[src/rtl/load_sched_pkg.sv]
// Shared types and constants for the load instruction scheduler.
// The HALT state exists only when LOAD_SCHED_TIMEOUT_EN is defined.
package load_sched_pkg;

  typedef enum logic [1:0] {
    S_IDLE  = 2'd0,
    S_ISSUE = 2'd1,
`ifdef LOAD_SCHED_TIMEOUT_EN
    S_HALT  = 2'd3,
`endif
    S_WAIT  = 2'd2
  } state_e;

  localparam int GRP_LSB       = 0;
  localparam int GRP_W         = 6;
  localparam int BUF_START_LSB = 32;
  localparam int BUF_LEN_LSB   = 48;
  localparam int DRAM_ADDR_LSB = 64;
  localparam int BYTE_LEN_LSB  = 80;
  localparam int FIELD_W       = 16;

  localparam logic [GRP_W-1:0] GRP_BUF0  = 6'h01;
  localparam logic [GRP_W-1:0] GRP_BUF1A = 6'h02;
  localparam logic [GRP_W-1:0] GRP_BUF1B = 6'h04;
  localparam logic [GRP_W-1:0] GRP_BUF2A = 6'h08;
  localparam logic [GRP_W-1:0] GRP_BUF2B = 6'h10;

  localparam int BUF_DEPTH = 2048;

  // Widened arithmetic so an overflowing start+len or len*bytes cannot alias to a legal value.
  function automatic logic inst_legal(input logic [GRP_W-1:0] grp,
                                      input logic [FIELD_W-1:0] bs,
                                      input logic [FIELD_W-1:0] bl,
                                      input logic [FIELD_W-1:0] by,
                                      input logic [31:0] dw_bytes);
    logic        grp_ok;
    logic [16:0] end17;
    logic [21:0] need22;
    grp_ok = (grp == GRP_BUF0) || (grp == GRP_BUF1A) || (grp == GRP_BUF1B) ||
             (grp == GRP_BUF2A) || (grp == GRP_BUF2B);
    end17  = {1'b0, bs} + {1'b0, bl};
    need22 = {6'd0, bl} * dw_bytes[21:0];
    return grp_ok && (bl != '0) && (end17 <= 17'(BUF_DEPTH)) && (need22 == {6'd0, by});
  endfunction

endpackage

[src/rtl/load_sched_fifo.sv]
// Synchronous instruction queue: flop storage, head read straight from the
// storage array, occupancy carried with one extra bit.
module load_sched_fifo #(
  parameter int W     = 128,
  parameter int DEPTH = 8,
  localparam int AW   = $clog2(DEPTH)
) (
  input  logic          clk_i,
  input  logic          rst_ni,
  input  logic          push_i,
  input  logic [W-1:0]  din_i,
  input  logic          pop_i,
  output logic [W-1:0]  dout_o,
  output logic          full_o,
  output logic          empty_o,
  output logic [AW:0]   count_o
);
  logic [W-1:0]  mem_q [DEPTH];
  logic [AW-1:0] wr_q, rd_q;
  logic [AW:0]   cnt_q;
  logic          push_ok, pop_ok;

  assign full_o  = (cnt_q == (AW+1)'(DEPTH));
  assign empty_o = (cnt_q == '0);
  assign push_ok = push_i && !full_o;
  assign pop_ok  = pop_i && !empty_o;
  assign dout_o  = mem_q[rd_q];
  assign count_o = cnt_q;

  always_ff @(posedge clk_i) begin
    if (!rst_ni) begin
      wr_q  <= '0;
      rd_q  <= '0;
      cnt_q <= '0;
    end else begin
      if (push_ok) wr_q <= wr_q + AW'(1);
      if (pop_ok)  rd_q <= rd_q + AW'(1);
      cnt_q <= cnt_q + (AW+1)'(push_ok) - (AW+1)'(pop_ok);
    end
  end

  always_ff @(posedge clk_i) begin
    if (push_ok) mem_q[wr_q] <= din_i;
  end

endmodule

[src/rtl/load_scheduler.sv]
// Queues LOAD instructions, drops illegal ones, issues legal ones to `load`
// via ap_start/ap_done and reports retirements. LOAD_SCHED_TIMEOUT_EN adds a WAIT watchdog.
module load_scheduler
  import load_sched_pkg::*;
#(
  parameter int LOAD_INST_LENGTH   = 128,
  parameter int C_M_AXI_ADDR_WIDTH = 64,
  parameter int FIFO_DEPTH         = 8,
  parameter int LP_DW_BYTES        = 64,
  parameter int TIMEOUT_CYCLES     = 65536
) (
  input  logic                          kernel_clk,
  input  logic                          kernel_rst_n,
  input  logic                          inst_valid,
  output logic                          inst_ready,
  input  logic [LOAD_INST_LENGTH-1:0]   inst_data,
  input  logic [C_M_AXI_ADDR_WIDTH-1:0] cfg_addr_offset,
  output logic                          load_ap_start,
  output logic [LOAD_INST_LENGTH-1:0]   load_ctrl_instruction,
  output logic [C_M_AXI_ADDR_WIDTH-1:0] load_ctrl_addr_offset,
  input  logic                          load_ap_done,
  output logic                          retire_valid,
  output logic [5:0]                    retire_group,
  output logic                          err_illegal,
  output logic [15:0]                   err_count,
  output logic [$clog2(FIFO_DEPTH):0]   fifo_count,
  output logic                          busy
`ifdef LOAD_SCHED_TIMEOUT_EN
  , output logic                        err_timeout
`endif
);
  state_e                          state_q, state_d;
  logic [LOAD_INST_LENGTH-1:0]     inst_q, inst_d, head;
  logic [C_M_AXI_ADDR_WIDTH-1:0]   addr_q, addr_d;
  logic                            rv_q, rv_d, ill_q, ill_d;
  logic [5:0]                      rg_q, rg_d;
  logic [15:0]                     ec_q, ec_d;
  logic                            pop, empty, full, head_legal;
`ifdef LOAD_SCHED_TIMEOUT_EN
  localparam int WD_W = $clog2(TIMEOUT_CYCLES);
  logic [WD_W-1:0] wd_q, wd_d;
  logic            to_q, to_d;
  assign err_timeout = to_q;
`endif

  load_sched_fifo #(.W(LOAD_INST_LENGTH), .DEPTH(FIFO_DEPTH)) u_fifo (
    .clk_i(kernel_clk), .rst_ni(kernel_rst_n),
    .push_i(inst_valid), .din_i(inst_data), .pop_i(pop),
    .dout_o(head), .full_o(full), .empty_o(empty), .count_o(fifo_count)
  );

  assign head_legal = inst_legal(head[GRP_LSB +: GRP_W], head[BUF_START_LSB +: FIELD_W],
                                 head[BUF_LEN_LSB +: FIELD_W], head[BYTE_LEN_LSB +: FIELD_W],
                                 32'(LP_DW_BYTES));

  always_comb begin
    state_d       = state_q;
    inst_d        = inst_q;
    addr_d        = addr_q;
    rv_d          = 1'b0;
    rg_d          = '0;
    ill_d         = 1'b0;
    ec_d          = ec_q;
    pop           = 1'b0;
    load_ap_start = 1'b0;
`ifdef LOAD_SCHED_TIMEOUT_EN
    wd_d          = wd_q;
    to_d          = to_q;
`endif
    case (state_q)
      S_IDLE: if (!empty) begin
        pop = 1'b1;
        if (head_legal) begin
          inst_d  = head;
          addr_d  = cfg_addr_offset;
          state_d = S_ISSUE;
        end else begin
          ill_d = 1'b1;
          if (ec_q != 16'hFFFF) ec_d = ec_q + 16'd1;
        end
      end
      S_ISSUE: begin
        load_ap_start = 1'b1;
        state_d       = S_WAIT;
`ifdef LOAD_SCHED_TIMEOUT_EN
        wd_d          = '0;
`endif
      end
      S_WAIT: begin
        if (load_ap_done) begin
          rv_d    = 1'b1;
          rg_d    = inst_q[GRP_LSB +: GRP_W];
          state_d = S_IDLE;
`ifdef LOAD_SCHED_TIMEOUT_EN
        end else if (wd_q == WD_W'(TIMEOUT_CYCLES - 1)) begin
          to_d    = 1'b1;
          state_d = S_HALT;
        end else begin
          wd_d = wd_q + WD_W'(1);
`endif
        end
      end
`ifdef LOAD_SCHED_TIMEOUT_EN
      S_HALT: state_d = S_HALT;
`endif
      default: state_d = S_IDLE;
    endcase
  end

  always_ff @(posedge kernel_clk) begin
    if (!kernel_rst_n) begin
      state_q <= S_IDLE;
      inst_q  <= '0;
      addr_q  <= '0;
      rv_q    <= 1'b0;
      rg_q    <= '0;
      ill_q   <= 1'b0;
      ec_q    <= '0;
`ifdef LOAD_SCHED_TIMEOUT_EN
      wd_q    <= '0;
      to_q    <= 1'b0;
`endif
    end else begin
      state_q <= state_d;
      inst_q  <= inst_d;
      addr_q  <= addr_d;
      rv_q    <= rv_d;
      rg_q    <= rg_d;
      ill_q   <= ill_d;
      ec_q    <= ec_d;
`ifdef LOAD_SCHED_TIMEOUT_EN
      wd_q    <= wd_d;
      to_q    <= to_d;
`endif
    end
  end

  assign inst_ready            = !full;
  assign load_ctrl_instruction = inst_q;
  assign load_ctrl_addr_offset = addr_q;
  assign retire_valid          = rv_q;
  assign retire_group          = rg_q;
  assign err_illegal           = ill_q;
  assign err_count             = ec_q;
  assign busy                  = (state_q != S_IDLE) || !empty;

endmodule
[config.mk]
export PLATFORM = sky130hd
export DESIGN_NAME = load_scheduler
export DESIGN_NICKNAME = d
export VERILOG_FILES = /design/src/rtl/load_sched_pkg.sv /design/src/rtl/load_sched_fifo.sv /design/src/rtl/load_scheduler.sv
export SDC_FILE = /design/constraint.sdc
export NUM_CORES = 1
export LEC_CHECK = 0
export ABC_AREA = 1
export BUFFER_PORTS_ARGS = -buffer_cell sky130_fd_sc_hd__buf_2
export CORE_MARGIN = 2
export CORE_UTILIZATION = 40
export CTS_CLUSTER_SIZE = 14
export DETAILED_ROUTE_END_ITERATION = 8
export GPL_TIMING_DRIVEN = 0
export PLACE_DENSITY = 0.53
export SLEW_MARGIN = 20
export SYNTH_ARGS = -nofsm -noshare
export SYNTH_HDL_FRONTEND = slang
export SYNTH_SLANG_ARGS = --single-unit
[constraint.sdc]
create_clock -name kernel_clk -period 9 [get_ports kernel_clk]
set_clock_uncertainty 0.05 [all_clocks]
set_input_delay 0.9 -clock kernel_clk [delete_from_list [all_inputs] [get_ports kernel_clk]]
set_output_delay 0.9 -clock kernel_clk [all_outputs]
set_load 0.03 [all_outputs]
==> metrics.txt, run 1 <==
# TYPE chip_impl_metric gauge
chip_impl_metric{name="postLayoutCoreUtil",unit=""} 0.4812
chip_impl_metric{name="row_count",unit=""} 132
chip_impl_info{name="buffer_cell_driving_the_clock_tree_root",value="clkbuf_16"} 1
chip_impl_metric{name="final_layout_size_suffix_gt1_frac",unit=""} 0.1367
chip_impl_info{name="mostFrequentLayoutCell",value="nand2_1"} 1
chip_impl_info{name="mostFrequentLayoutCells",value="nand2_1, edfxtp_1, nor2_1"} 1
chip_impl_metric{name="design.die.area",unit="sq um"} 132600
chip_impl_metric{name="initialDrtViolationCount",unit=""} 3174
chip_impl_metric{name="core-area",unit="sq um"} 129200
chip_impl_info{name="synthDominantAreaCellType",value="edfxtp_1"} 1
chip_impl_metric{name="clock_path_buffers",unit=""} 3
chip_impl_metric{name="pin_slew_with_the_least_headroom_to_its_limit",unit="ps"} 1172
chip_impl_info{name="cts_tree",value="built"} 1
chip_impl_metric{name="final_cells",unit=""} 7540
chip_impl_info{name="synthTopCellsByArea",value="edfxtp_1, nand2_1, dfxtp_1"} 1
chip_impl_metric{name="detailroute.via_count",unit=""} 38250
chip_impl_metric{name="port_buffers",unit=""} 417
chip_impl_info{name="timing.critical_path.from_type",value="register"} 1
chip_impl_metric{name="place.gp.congestion",unit=""} 0.8742
chip_impl_metric{name="synthesis.nets",unit=""} 5266
chip_impl_metric{name="max_cap_viol_count",unit=""} 0
chip_impl_metric{name="start_util",unit=""} 0.4016
chip_impl_metric{name="cts_made_buffers",unit=""} 142
chip_impl_metric{name="finalHoldViolations",unit=""} 0
chip_impl_metric{name="place_inst",unit=""} 7265
chip_impl_metric{name="via_per_inst",unit=""} 5.072
chip_impl_info{name="rsz0062_at_grt",value="no"} 1
chip_impl_metric{name="ctsHoldBuffers",unit=""} 0
chip_impl_metric{name="grt_first_pass_wirelength",unit="mm"} 245.8
chip_impl_metric{name="post_cts_buffers",unit=""} 0
chip_impl_metric{name="die_height",unit="microns"} 364.1
chip_impl_metric{name="globalRouteOverflowTotal",unit=""} 0
chip_impl_metric{name="synth.lib_cells_used.distinct",unit=""} 37
chip_impl_metric{name="tritoncts_num_sinks",unit=""} 1255
chip_impl_metric{name="ys.warnings.count",unit=""} 0
chip_impl_metric{name="route.final.wire_length",unit="mm"} 171.4
chip_impl_metric{name="slew-limit-headroom",unit=""} 0.2189
chip_impl_metric{name="cts.repair.resized",unit=""} 0
chip_impl_metric{name="p_leak",unit="nW"} 25.58
chip_impl_metric{name="netlist_area",unit="sq um"} 51860
chip_impl_metric{name="die_width",unit="microns"} 364.1
chip_impl_metric{name="worst-path-max-fanout",unit=""} 10
chip_impl_metric{name="boundaryPins",unit=""} 419
chip_impl_metric{name="slew_violations",unit=""} 0
chip_impl_metric{name="power_per_cell_area",unit="nW/um^2"} 289.5
chip_impl_metric{name="sequential_area_share_after_synthesis",unit=""} 0.6821
chip_impl_metric{name="grtUsageTotal",unit=""} 0.2556
chip_impl_metric{name="drtPass1Iterations",unit=""} 5
chip_impl_metric{name="num-nets-final",unit=""} 5890
chip_impl_metric{name="synth_edf_count",unit=""} 1024
chip_impl_info{name="run_status",value="finished, final reports clean"} 1
chip_impl_metric{name="post_synth_inst_count",unit=""} 5043
chip_impl_metric{name="max-vdd-ir-drop",unit="mV"} 0.1817
chip_impl_metric{name="avg_inst_size_synth",unit="sq um"} 10.28
chip_impl_metric{name="antenna_left",unit=""} 0
chip_impl_metric{name="clkSlewWorstSetupHoldPaths",unit="ps"} 60
chip_impl_metric{name="cts.htree.levels",unit=""} 4
chip_impl_metric{name="grt_pass1_vias",unit=""} 36360
chip_impl_info{name="synth_flop_cell",value="edfxtp_1"} 1
chip_impl_metric{name="antenna_violations_before_repair",unit=""} 44
chip_impl_metric{name="worstPathRequired",unit="ps"} 9620
chip_impl_info{name="worst_setup_path_end_kind",value="register"} 1
chip_impl_metric{name="final-setup-viol-count",unit=""} 0
chip_impl_metric{name="post-synth-top-area-fraction",unit=""} 0.5929
chip_impl_metric{name="drc",unit=""} 0
chip_impl_metric{name="drt-wirelength-per-cell",unit="microns"} 22.73
chip_impl_info{name="setup.worst_path.class",value="reg2reg"} 1
chip_impl_metric{name="latest_clock_arrival_within_the_worst_skew_pair",unit="ps"} 790
chip_impl_metric{name="finalWorstPathRequiredPeriod",unit="ps"} 7718
chip_impl_metric{name="cp.arrival",unit="ps"} 8340
chip_impl_metric{name="ys_ff_latch",unit=""} 1255
chip_impl_metric{name="async_reset_ff_frac",unit=""} 0
chip_impl_metric{name="final.hold.worst_slack",unit="ps"} 333.2
chip_impl_metric{name="grt_max_degree",unit=""} 23
chip_impl_metric{name="hpwlAfterDp",unit="mm"} 119.6
chip_impl_metric{name="max_freq",unit="MHz"} 129.6
chip_impl_metric{name="area_growth",unit="%"} 19.84
chip_impl_metric{name="min_period_over_period",unit=""} 0.8576
chip_impl_info{name="worst_hold_path_type",value="in2reg"} 1
## logic make-up (layout without fill, tap and decap cells)
family | after synthesis | count (layout) | synth area share
and+or+nand+nor | 2230 | 2230 | 0.1716
DFF | 1255 | 1255 | 0.6821
buffers and inverters | 891 | 1629 | 0.06666
AOI/OAI and AO/OA | 624 | 624 | 0.07013
adders and majority gates | 27 | 27 | 0.006803
xor gates and xnor gates | 16 | 16 | 0.002702
other | 0 | 17 | 0
## synth_stat cells, types with 2 or more instances
cell type  instances
o22ai_1           95
or2_2              2
dfxtp_1          231
inv_2             20
buf_1             36
a21oi_1          116
xor2_1             9
nand4_1           81
a31oi_1           11
nor2_4             2
nor3_1             3
nor2_1           636
buf_4              4
o21ai_0          315
fa_1               2
buf_2             70
nand2_1         1278
inv_1            586
xnor2_1            7
ha_1              25
o21ai_1            9
a32o_1            74
nand3_1          220
clkbuf_1         172
edfxtp_1        1024
nand3b_1           4
## cell type report
| cell class | instances | area, sq um |
|---|---|---|
| inverter | 608 | 2285 |
| buffer | 283 | 1182 |
| sequential | 1255 | 35370 |
| timing repair buffer | 480 | 3551 |
| tap | 1742 | 2180 |
| clock inverter | 54 | 411.6 |
| fill | 11980 | 67000 |
| clock buffer | 204 | 4035 |
| multi-input combinational | 2897 | 13090 |
| antenna | 17 | 42.54 |
## registers in the layout, summed over array words and instances (netlist names), 2 cells and up, named ones only
name and cells:
u_fifo.rd_q 3, load_ctrl_instruction 128, load_ctrl_addr_offset 64, u_fifo.wr_q 3, err_count 16, retire_group 6, state_q 2, u_fifo.count_o 4
u_fifo.mem_q 1024
## metal layers
| layer | part of all wire | routed length [microns] | GRT usage | vias up |
|---|---|---|---|---|
| met5 | 0.0013 | 218 | 0 | - |
| met4 | 0.028 | 4799 | 0.07811 | 34 |
| met3 | 0.083 | 14290 | 0.06065 | 299 |
| met2 | 0.46 | 79030 | 0.4122 | 1416 |
| met1 | 0.43 | 73090 | 0.3419 | 18420 |
| li1 | - | - | - | 18080 |
## stage by stage
step / instance area, sq um / worst slack (ps) / TNS (ps) / total power [W]
3_5_place_dp: 57660 / 1322 / 0 / 0.01251
2_1_floorplan: 51860 / 1534 / 0 / 0.01023
5_1_grt: 62120 / 1048 / 0 / 0.01887
3_3_place_gp: 56130 / -4933 / -4791420 / 0.01248
6_report: 62150 / 1282 / 0 / 0.01799
4_1_cts: 62110 / 1301 / 0 / 0.01806
## critical path, stage by stage, from the launching register on
cell,delay [ps]
dfxtp_1,300
buf_2,200
inv_2,200
clkbuf_1,460
clkbuf_2,570
clkbuf_1,660
clkbuf_1,630
nor2_1,100
o21ai_0,100
a31oi_1,390
ha_1,410
fa_1,420
or2_2,310
nor2_1,130
nand3_1,100
nor2_1,100
nand3_1,100
nor2_1,110
a21oi_1,120
nor2_4,350
nand3_2,220
buf_2,390
clkbuf_1,490
nor2_1,510
nor2_1,90
## worst paths after layout
kind	from	end	slack, ps	depth (start not counted)
max	register	load_ctrl_instruction[30]	1280	24
min	inst_data[118]	u_fifo.mem_q[0][118]	330	1
max reg2reg	register	load_ctrl_instruction[30]	1280	24
min reg2reg	load_ctrl_instruction[85]	load_ctrl_instruction[85]	400	2
## report_power, final
part,internal (W),switching (W)
sequential,0.00658,0.0000704
clock,0.00319,0.00238
combinational,0.00159,0.00418
total,0.0114,0.00663
(Power assumes the default switching activity.)
==> inputs of run 2 (changes only) <==
--- a/config.mk
+++ b/config.mk
@@ -12,7 +12,7 @@
 export CTS_CLUSTER_SIZE = 14
 export DETAILED_ROUTE_END_ITERATION = 8
 export GPL_TIMING_DRIVEN = 0
-export PLACE_DENSITY = 0.53
+export PLACE_DENSITY = 0.55
 export SLEW_MARGIN = 20
 export SYNTH_ARGS = -nofsm -noshare
 export SYNTH_HDL_FRONTEND = slang
==> metrics.txt, run 2 (same netlist as run 1, synthesis figures left out) <==
# TYPE chip_impl_metric gauge
chip_impl_info{name="run_status",value="finished, final reports clean"} 1
chip_impl_metric{name="final_layout_size_suffix_gt1_frac",unit=""} 0.1373
chip_impl_metric{name="cts.htree.levels",unit=""} 4
chip_impl_metric{name="place.gp.congestion",unit=""} 0.8833
chip_impl_metric{name="core-area",unit="sq um"} 129200
chip_impl_metric{name="path_depth",unit=""} 24
chip_impl_metric{name="dpl-instance-area",unit="sq um"} 57600
chip_impl_info{name="worst_hold_path_type",value="in2reg"} 1
chip_impl_metric{name="latest_clock_arrival_within_the_worst_skew_pair",unit="ps"} 790
chip_impl_metric{name="sequential_cell_area",unit="sq um"} 35370
chip_impl_metric{name="post_cts_buffers",unit=""} 0
chip_impl_metric{name="cp.arrival",unit="ps"} 8450
chip_impl_info{name="cp_top_family",value="buffers and inverters"} 1
chip_impl_info{name="timing.critical_path.from_type",value="register"} 1
chip_impl_metric{name="cp_slowest_stage_delay",unit="ps"} 630
chip_impl_metric{name="clock_path_buffers",unit=""} 3
chip_impl_metric{name="worstPathRequired",unit="ps"} 9610
chip_impl_metric{name="report.power.total",unit="W"} 0.01799
chip_impl_metric{name="drc",unit=""} 0
chip_impl_metric{name="die_width",unit="microns"} 364.1
chip_impl_info{name="rsz0062_at_grt",value="no"} 1
chip_impl_metric{name="antenna_violations_before_repair",unit=""} 54
chip_impl_metric{name="ctsHoldBuffers",unit=""} 0
chip_impl_info{name="buffer_cell_driving_the_clock_tree_root",value="clkbuf_16"} 1
chip_impl_metric{name="max_cap_viol_count",unit=""} 0
chip_impl_metric{name="detailroute.via_count",unit=""} 38450
chip_impl_info{name="setup.worst_path.class",value="reg2reg"} 1
chip_impl_metric{name="cts_made_buffers",unit=""} 140
chip_impl_metric{name="row_count",unit=""} 132
chip_impl_metric{name="pin_slew_with_the_least_headroom_to_its_limit",unit="ps"} 1198
chip_impl_metric{name="globalRouteOverflowTotal",unit=""} 0
chip_impl_metric{name="hpwlAfterDp",unit="mm"} 117.7
chip_impl_metric{name="finalSetupTns",unit="ps"} 0
chip_impl_metric{name="reg2regPathDepth",unit=""} 24
chip_impl_metric{name="initialDrtViolationCount",unit=""} 3345
chip_impl_metric{name="slew-limit-headroom",unit=""} 0.2013
chip_impl_info{name="mostFrequentLayoutCell",value="nand2_1"} 1
chip_impl_metric{name="grt_pass1_vias",unit=""} 36320
chip_impl_info{name="regMostFlops",value="u_fifo.mem_q"} 1
chip_impl_metric{name="finalInstanceArea",unit="sq um"} 62160
chip_impl_metric{name="finalWorstPathRequiredPeriod",unit="ps"} 7846
chip_impl_metric{name="design.die.area",unit="sq um"} 132600
chip_impl_metric{name="worst-path-max-fanout",unit=""} 10
chip_impl_metric{name="area_growth",unit="%"} 19.86
chip_impl_metric{name="drtPass1Iterations",unit=""} 5
chip_impl_metric{name="port_buffers",unit=""} 417
chip_impl_metric{name="start_util",unit=""} 0.4016
chip_impl_metric{name="via_per_inst",unit=""} 5.098
chip_impl_metric{name="final-setup-viol-count",unit=""} 0
chip_impl_metric{name="largest_reg_flops",unit=""} 1024
chip_impl_metric{name="critical_path.n_buffers_inverters",unit=""} 8
chip_impl_info{name="critical_path.most_common_cell",value="nor2_1"} 1
chip_impl_info{name="mostFrequentLayoutCells",value="nand2_1, edfxtp_1, nor2_1"} 1
chip_impl_metric{name="p_leak",unit="nW"} 25.58
chip_impl_metric{name="power_per_cell_area",unit="nW/um^2"} 289.5
chip_impl_metric{name="num-nets-final",unit=""} 5887
chip_impl_metric{name="clkSlewWorstSetupHoldPaths",unit="ps"} 60
chip_impl_metric{name="drt-wirelength-per-cell",unit="microns"} 22.34
chip_impl_info{name="worst_setup_path_end_kind",value="register"} 1
chip_impl_metric{name="cells_on_worst_hold_path",unit=""} 1
chip_impl_metric{name="cts.repair.resized",unit=""} 0
chip_impl_metric{name="die_height",unit="microns"} 364.1
chip_impl_metric{name="min_period_over_period",unit=""} 0.8718
chip_impl_metric{name="grtUsageTotal",unit=""} 0.2509
chip_impl_info{name="cts_tree",value="built"} 1
chip_impl_metric{name="multi_input_area",unit="sq um"} 13090
chip_impl_metric{name="final.hold.worst_slack",unit="ps"} 329.4
chip_impl_metric{name="grt_first_pass_wirelength",unit="mm"} 241.8
chip_impl_metric{name="max_freq",unit="MHz"} 127.5
chip_impl_metric{name="finalHoldViolations",unit=""} 0
chip_impl_metric{name="max-vdd-ir-drop",unit="mV"} 0.1946
chip_impl_metric{name="slew_violations",unit=""} 0
chip_impl_metric{name="tritoncts_num_sinks",unit=""} 1255
chip_impl_metric{name="route.final.wire_length",unit="mm"} 168.5
chip_impl_metric{name="antenna_left",unit=""} 0
chip_impl_info{name="critPathSlowestCell",value="clkbuf_2"} 1
chip_impl_metric{name="fillCellCount",unit=""} 12000
chip_impl_metric{name="grt_max_degree",unit=""} 24
chip_impl_metric{name="boundaryPins",unit=""} 419
chip_impl_info{name="cp_cell_sequence",value="buf_2, inv_2, clkbuf_1, clkbuf_2, clkbuf_1, clkbuf_1, nor2_1, o21ai_0, a31oi_1, ha_1, fa_1, or2_2, nor2_1, nand3_1, nor2_1, nand3_1, nor2_1, a21oi_1, nor2_4, nand3_2, buf_2, clkbuf_1, nor2_1, nor2_1"} 1
==> run 2: report_power, final <==
group | total [W] | switching (W) | leakage (nW) | internal [W]
clock | 0.00565 | 0.00239 | 2.19 | 0.00326
combinational | 0.00570 | 0.00412 | 12.2 | 0.00158
sequential | 0.00664 | 0.0000670 | 11.2 | 0.00658
==> run 2: worst reg2reg max path, cell delays in order (launching register included) <==
cell and delay [ps]:
dfxtp_1 300, buf_2 200, inv_2 210, clkbuf_1 510
clkbuf_2 630, clkbuf_1 630, clkbuf_1 600, nor2_1 110
o21ai_0 100, a31oi_1 390, ha_1 420, fa_1 440
or2_2 300, nor2_1 110, nand3_1 80, nor2_1 110
nand3_1 100, nor2_1 120, a21oi_1 140, nor2_4 370
nand3_2 230, buf_2 370, clkbuf_1 550, nor2_1 560
nor2_1 110
==> run 2: worst paths after layout <==
kind	start	to	slack, ps
setup / recovery	register	load_ctrl_instruction[30]	1150
hold / removal	inst_data[28]	u_fifo.mem_q[3][28]	330
setup reg to reg	register	load_ctrl_instruction[30]	1150
hold reg to reg	load_ctrl_instruction[82]	load_ctrl_instruction[82]	400
==> run 2: layout make-up <==
| cell class | instances | area share |
|---|---|---|
| Sequential cell | 1255 | 0.5691 |
| Antenna cell | 19 | 0.0007649 |
| Timing Repair Buffer | 479 | 0.05630 |
| Clock inverter | 67 | 0.01085 |
| Inverter | 608 | 0.03675 |
| Buffer | 283 | 0.01898 |
| Clock buffer | 192 | 0.06161 |
| Multi-Input combinational cell | 2897 | 0.2106 |
| Tap cell | 1742 | 0.03506 |
==> run 2: layer usage <==
metal / vias up / track usage / wire length (microns)
met2: 1467 / 0.4032 / 77650
met1: 18510 / 0.3247 / 69670
met4: 42 / 0.09318 / 5798
li1: 18090 / - / -
met3: 344 / 0.06839 / 15110
met5: - / 0 / 280
==> run 2: per-stage QoR <==
stage / worst slack, ps / util / instances
floorplan: 1534 / - / 5043
global placement: -4798 / 0.4346 / 7202
detailed placement: 1190 / 0.4460 / 7263
CTS: 1156 / 0.4808 / 7522
global route: 870.0 / 0.4811 / 7533
finish: 1154 / 0.4813 / 7542
